### config.mk
export PLATFORM = sky130hd
export DESIGN_NAME = mdu_seq
export DESIGN_NICKNAME = d
export VERILOG_FILES = /design/src/rtl/mdu_seq.sv
export SDC_FILE = /design/constraint.sdc
export NUM_CORES = 1
export LEC_CHECK = 0
export CORE_MARGIN = 2
export CORE_UTILIZATION = 45
export CTS_CLUSTER_DIAMETER = 100
export CTS_CLUSTER_SIZE = 40
export DETAILED_ROUTE_END_ITERATION = 7
export DONT_BUFFER_PORTS = 1
export GPL_TIMING_DRIVEN = 0
export PLACE_DENSITY_LB_ADDON = 0.25
export SLEW_MARGIN = 20
export SYNTH_ARGS = -nofsm -noshare
export SYNTH_HDL_FRONTEND = slang
export SYNTH_SLANG_ARGS = --single-unit
### constraint.sdc
create_clock -name clk -period 3.75 [get_ports clk]
set_input_delay 0.375 -clock clk [delete_from_list [all_inputs] [get_ports clk]]
set_output_delay 0.375 -clock clk [all_outputs]
set_load 0.01 [all_outputs]
### src/rtl/mdu_seq.sv
// Radix-2 iterative RV32M multiply/divide unit, one bit per cycle.
// Latency: done 34 cycles after start (WIDTH+2); 1 cycle for div-by-zero/overflow when FAST_SPEC.
// Backpressure: busy high from start+1 through done; start while busy or in DONE is dropped.
module mdu_seq #(
    parameter int WIDTH     = 32,
    parameter bit FAST_SPEC = 1'b1
) (
    input  logic             clk,
    input  logic             reset,
    input  logic             start,
    input  logic [2:0]       op,
    input  logic [WIDTH-1:0] a,
    input  logic [WIDTH-1:0] b,
    output logic             busy,
    output logic             done,
    output logic [WIDTH-1:0] result
);

    localparam int CW = $clog2(WIDTH);
    localparam logic [WIDTH-1:0] MIN_VAL = {1'b1, {(WIDTH-1){1'b0}}};

    typedef enum logic [1:0] {IDLE, CALC, FIX, DONE} state_t;

    state_t           state;
    logic [2:0]       op_q;
    logic             sa, sb, bz;
    logic [CW-1:0]    cnt;
    logic [WIDTH-1:0] hi, lo, dvs;

    logic             a_sgn, b_sgn, ovf, take_fast;
    logic [WIDTH-1:0] a_mag, b_mag, fast_res;
    logic [WIDTH:0]   msum, rsh, dif;
    logic [2*WIDTH-1:0] prod, prod_s;
    logic [WIDTH-1:0] quo_s, rem_s, fix_res;

    // Operand decode for the start cycle
    always_comb begin
        a_sgn     = a[WIDTH-1] & (op == 3'b001 || op == 3'b010 || op == 3'b100 || op == 3'b110);
        b_sgn     = b[WIDTH-1] & (op == 3'b001 || op == 3'b100 || op == 3'b110);
        a_mag     = a_sgn ? -a : a;
        b_mag     = b_sgn ? -b : b;
        ovf       = (op == 3'b100 || op == 3'b110) && (a == MIN_VAL) && (b == '1);
        take_fast = FAST_SPEC && op[2] && ((b == '0) || ovf);
        fast_res  = (b == '0) ? (op[1] ? a : '1) : (op[1] ? '0 : MIN_VAL);
    end

    // Datapath step and final sign fix-up
    always_comb begin
        msum    = {1'b0, hi} + {1'b0, (lo[0] ? dvs : {WIDTH{1'b0}})};
        rsh     = {hi, lo[WIDTH-1]};
        dif     = rsh - {1'b0, dvs};
        prod    = {hi, lo};
        prod_s  = (sa ^ sb) ? -prod : prod;
        // A zero divisor keeps the all-ones quotient regardless of the dividend sign
        quo_s   = ((sa ^ sb) && !bz) ? -lo : lo;
        rem_s   = sa ? -hi : hi;
        fix_res = prod_s[WIDTH-1:0];
        if (op_q[2])
            fix_res = op_q[1] ? rem_s : quo_s;
        else if (op_q[1:0] != 2'b00)
            fix_res = prod_s[2*WIDTH-1:WIDTH];
    end

    always_ff @(posedge clk) begin
        if (reset) begin
            state  <= IDLE;
            busy   <= 1'b0;
            done   <= 1'b0;
            result <= '0;
            op_q   <= '0;
            sa     <= 1'b0;
            sb     <= 1'b0;
            bz     <= 1'b0;
            cnt    <= '0;
            hi     <= '0;
            lo     <= '0;
            dvs    <= '0;
        end else begin
            done <= 1'b0;
            case (state)
                IDLE: begin
                    if (start) begin
                        op_q <= op;
                        sa   <= a_sgn;
                        sb   <= b_sgn;
                        bz   <= (b == '0);
                        cnt  <= CW'(WIDTH - 1);
                        hi   <= '0;
                        lo   <= op[2] ? a_mag : b_mag;
                        dvs  <= op[2] ? b_mag : a_mag;
                        busy <= 1'b1;
                        if (take_fast) begin
                            result <= fast_res;
                            done   <= 1'b1;
                            state  <= DONE;
                        end else begin
                            state <= CALC;
                        end
                    end
                end
                CALC: begin
                    if (op_q[2]) begin
                        // Restoring step: keep the difference only when no borrow
                        if (!dif[WIDTH]) begin
                            hi <= dif[WIDTH-1:0];
                            lo <= {lo[WIDTH-2:0], 1'b1};
                        end else begin
                            hi <= rsh[WIDTH-1:0];
                            lo <= {lo[WIDTH-2:0], 1'b0};
                        end
                    end else begin
                        hi <= msum[WIDTH:1];
                        lo <= {msum[0], lo[WIDTH-1:1]};
                    end
                    cnt <= cnt - CW'(1);
                    if (cnt == '0)
                        state <= FIX;
                end
                FIX: begin
                    result <= fix_res;
                    done   <= 1'b1;
                    state  <= DONE;
                end
                DONE: begin
                    busy  <= 1'b0;
                    state <= IDLE;
                end
                default: begin
                    busy  <= 1'b0;
                    state <= IDLE;
                end
            endcase
        end
    end

endmodule

==> metrics.log <==
[metrics] outcome: completed
[metrics] endpoint type of the worst setup path: flop
[metrics] cell at the root of the clock tree: clkbuf_16
[metrics] share of the synthesized area in the top cell type: 0.182
[metrics] initial antenna violation count: 1
[metrics] count of unresolved DRC violations after routing: 0
[metrics] Post-synth EDFFs: 0
[metrics] Max-Cap Viols: 0
[metrics] detailed router's first-iteration violation count: 2,309
[metrics] fill cell count: 3,543
[metrics] area added between synthesis and finish: 9.33%
[metrics] clk_skew: about 0.015 ns
[metrics] Final setup violation count: 0
[metrics] worst slew pin tran: roughly 1.3 ns
[metrics] shortest period the worst path allows: between 3 and 4 ns
[metrics] Avg Inst Size Synth: ~6.9 um2
[metrics] maximum root-to-sink buffer count: 2
[metrics] critical path cell sequence: clkbuf_1, or3_1, clkbuf_1, nor4_4, nor4b_1, a211oi_1, xor2_1, o221ai_1, a21oi_4, o21ai_0, a21oi_1
[metrics] CTS tree: built
[metrics] primary flip-flop cell chosen by synthesis mapping: dfxtp_1
[metrics] die width: 191 um
[metrics] Detailed Place HPWL: ~63,000 um
[metrics] crit path DAT: approximately 4.1 ns
[metrics] DR vias: between 15,000 and 20,000
[metrics] clock edge transition at the registers on the reported setup and hold paths: around 0.07 ns
[metrics] detailed-routing iteration count for the pre-antenna-repair pass: 7
[metrics] Synth Register Bits: between 100 and 150
[metrics] total global routing overflow: 0
[metrics] Port Buffer Count: 0
[metrics] Worst Path Class, Setup: reg -> reg
[metrics] switching portion of total power: 0.523
[metrics] leakage power total: between 0.006 and 0.007 uW
[metrics] unrepaired setup endpoints after global routing: no
[metrics] ANT nets after route: 0
[metrics] Std-Cell Core Area: 34,500 um2
[metrics] final worst-path cycle share: 0.978
[metrics] Pint: 4470 uW
[metrics] delay-heaviest family, CP: simple AND/OR/NAND/NOR gates
[metrics] part of the power in registers: 0.222
[metrics] number of buffers inserted during clock tree synthesis: 17
[metrics] Max VDD drop: 0.458 mV
[metrics] setup TNS: 0 ns
[metrics] number of buffers inserted for hold repair after clock tree synthesis: 0
[metrics] area of the die: ~36,000 um2
[metrics] fraction of layout instances using a drive strength above 1: 0.0695
[metrics] cell types with the largest area share after synthesis: dfxtp_1 (18%), a21oi_1 (7.2%), xnor2_1 (6.7%), nor2_1 (6.4%), o21ai_0 (6.3%)
[metrics] number of distinct library cells after synthesis: 81
[metrics] largest fanout of any net on the critical path: 10
[metrics] GRT Util Overall: 0.425
[metrics] most frequent cell after synthesis: nor2_1
[metrics] Commonest cells post-synth: nor2_1 (267), a21oi_1 (226), o21ai_0 (198)
[metrics] proportion of power drawn by the clock network: 0.187
[metrics] P_sw: around 5000 uW
[metrics] total count of hold-check failures in the final report: 0
[metrics] I/O Pins: 104
[metrics] count of standard-cell rows: 68
[metrics] die height: roughly 190 um
[metrics] maximum number of pins on one net before global-route repair: 17
[metrics] part of the power in combinational logic: 0.591
[metrics] required time of the critical path: roughly 4.1 ns
[metrics] Yosys top cell by area: dfxtp_1
[metrics] fin. max-slew vios: 0
[metrics] synthesized netlist net count: around 2,400
[metrics] max frequency: roughly 270 MHz
[metrics] clock latency on the worst-skew pair: between 0.4 and 0.5 ns
[metrics] global-route wire length before repair: between 100,000 and 150,000 um
[metrics] clock tree sinks: approximately 140
[metrics] Netlist Area Pre-Place: between 15,000 and 20,000 um2
[metrics] worst relative slew slack: 0.101
[metrics] biggest cell delay along the critical path: between 0.5 and 0.6 ns
[metrics] number of H-tree levels: 4
[metrics] count of yosys warnings during synthesis: 0
[metrics] Power per Cell Area: between 500 and 600 nW/um2
[metrics] wire length per cell: between 20 and 30 um
[metrics] type of the most critical hold path: in -> reg
[metrics] vias in the first global route: approximately 17,000
[metrics] initial core utilization: 0.456
[metrics] end-of-flow core utilization: 0.499
[metrics] routed vias/inst: between 6 and 7
[metrics] final RePlAce weighted congestion: between 1 and 1.5
[metrics] share of synthesized area occupied by flip-flops and latches: 0.182
[metrics] number of instances in the synthesized netlist: 2,264
[metrics] ys async rst share: 0
[metrics] CP max stage cell: or3_1
[metrics] cell occurring most often along the worst timing path: clkbuf_1
[metrics] Buf+Inv Stages, Crit Path: 2
[metrics] launching element type of the critical path: flop
[metrics] Final nets: approximately 2,400
[metrics] total wirelength of the detailed-routed design: approximately 80,000 um
power groups by stage:
stage,combinational [uW],sequential (uW),clock [uW]
after floorplan,3550,1980,0
after global placement,5070,2090,0
after detailed placement,5100,2090,0
after CTS,5230,2060,1740
after global routing,5860,2100,1800
final,5550,2080,1760
per-stage QoR:
stage	total power, uW	setup WS, ns	hold slack [ns]	instance area, um2	cells
3_3_place_gp	7160	-1.06	0.442	16300	2719
5_1_grt	9760	0.00374	0.115	17200	2757
3_5_place_dp	7190	-1.09	0.452	16300	2719
4_1_cts	9030	0.0181	0.113	17000	2755
6_report	9390	0.0819	0.124	17200	2758
2_1_floorplan	5530	0.340	0.432	15700	2264
layout by cell type (no fill, tap or decap), types with 14 or more instances in the layout:
cell type / count
a21o_1: 31
a21oi_1: 225
o31ai_1: 26
mux2_2: 32
o211ai_1: 32
buf_1: 14
o21ai_0: 196
buf_4: 15
nand2b_1: 23
nor3_1: 74
clkbuf_16: 17
nand2_1: 180
nand3_1: 36
a22oi_1: 14
a31oi_1: 28
xnor2_1: 119
or4_1: 17
clkbuf_1: 147
ha_1: 73
nor4_1: 28
a211oi_1: 62
and2_1: 18
mux2i_1: 40
nand4_1: 30
nor2_1: 264
or3_1: 17
o21a_1: 14
inv_1: 71
dfxtp_1: 142
xor2_1: 92
layer usage:
metal  up-vias  wire length, um  GRT usage
met5         -               13          0
met4         2             4870      0.250
met3       219             9260      0.113
met2      1183            33100      0.633
met1      8744            31300      0.548
li1       8268                -          -
worst min-delay path: cells and delay by family:
kind,cells,cell delay (ns)
AND/OR/NAND/NOR,2,0.10
AO/OA/AOI/OAI,1,0.05
flip-flops by register name (all words and copies together), names as in the netlist, 2 cells and up:
name and flops:
dvs 32, hi 32, lo 32, result 32, cnt 5, op_q 3
state 2
logic make-up (layout without fill, tap and decap cells):
group | after synthesis | count (layout) | synth area share
flip-flops | 143 | 143 | 0.182
adder cells (fa/ha/maj) | 77 | 77 | 0.0623
other | 0 | 1 | 0
AO/OA/AOI/OAI | 744 | 744 | 0.294
multiplexers | 72 | 72 | 0.0484
buffers and inverters | 262 | 300 | 0.0646
AND/OR/NAND/NOR | 753 | 753 | 0.230
XOR/XNOR | 213 | 213 | 0.119
worst paths after layout:
path                 from  cells past startpoint    endpoint  slack (ns)
setup / recovery    lo[2]                     11  result[17]        0.08
hold / removal      b[31]                      3          bz        0.12
setup reg to reg    lo[2]                     11  result[17]        0.08
hold reg to reg   dvs[15]                      2     dvs[15]        0.46
cell type report:
type | count | area, um2 | share of cell area
inverters | 74 | 278 | 0.0162
diodes | 1 | 2.50 | 0.000146
multi-input cells | 1859 | 12100 | 0.704
clock buffers | 18 | 439 | 0.0256
repair buffers | 10 | 75.1 | 0.00437
clock inverters | 14 | 124 | 0.00721
flip-flops and latches | 143 | 2860 | 0.167
plain buffers | 184 | 743 | 0.0433
well taps | 455 | 569 | 0.0331
what timing repair did:
item / CTS / global route
pin swaps: 2 / 3
endpoints found under the hold margin: 0 / 0
setup endpoints to repair: 55 / 47
resized for setup: 36 / 30
setup buffers: 5 / 5
Note: power is estimated with default switching activity, not from simulation.
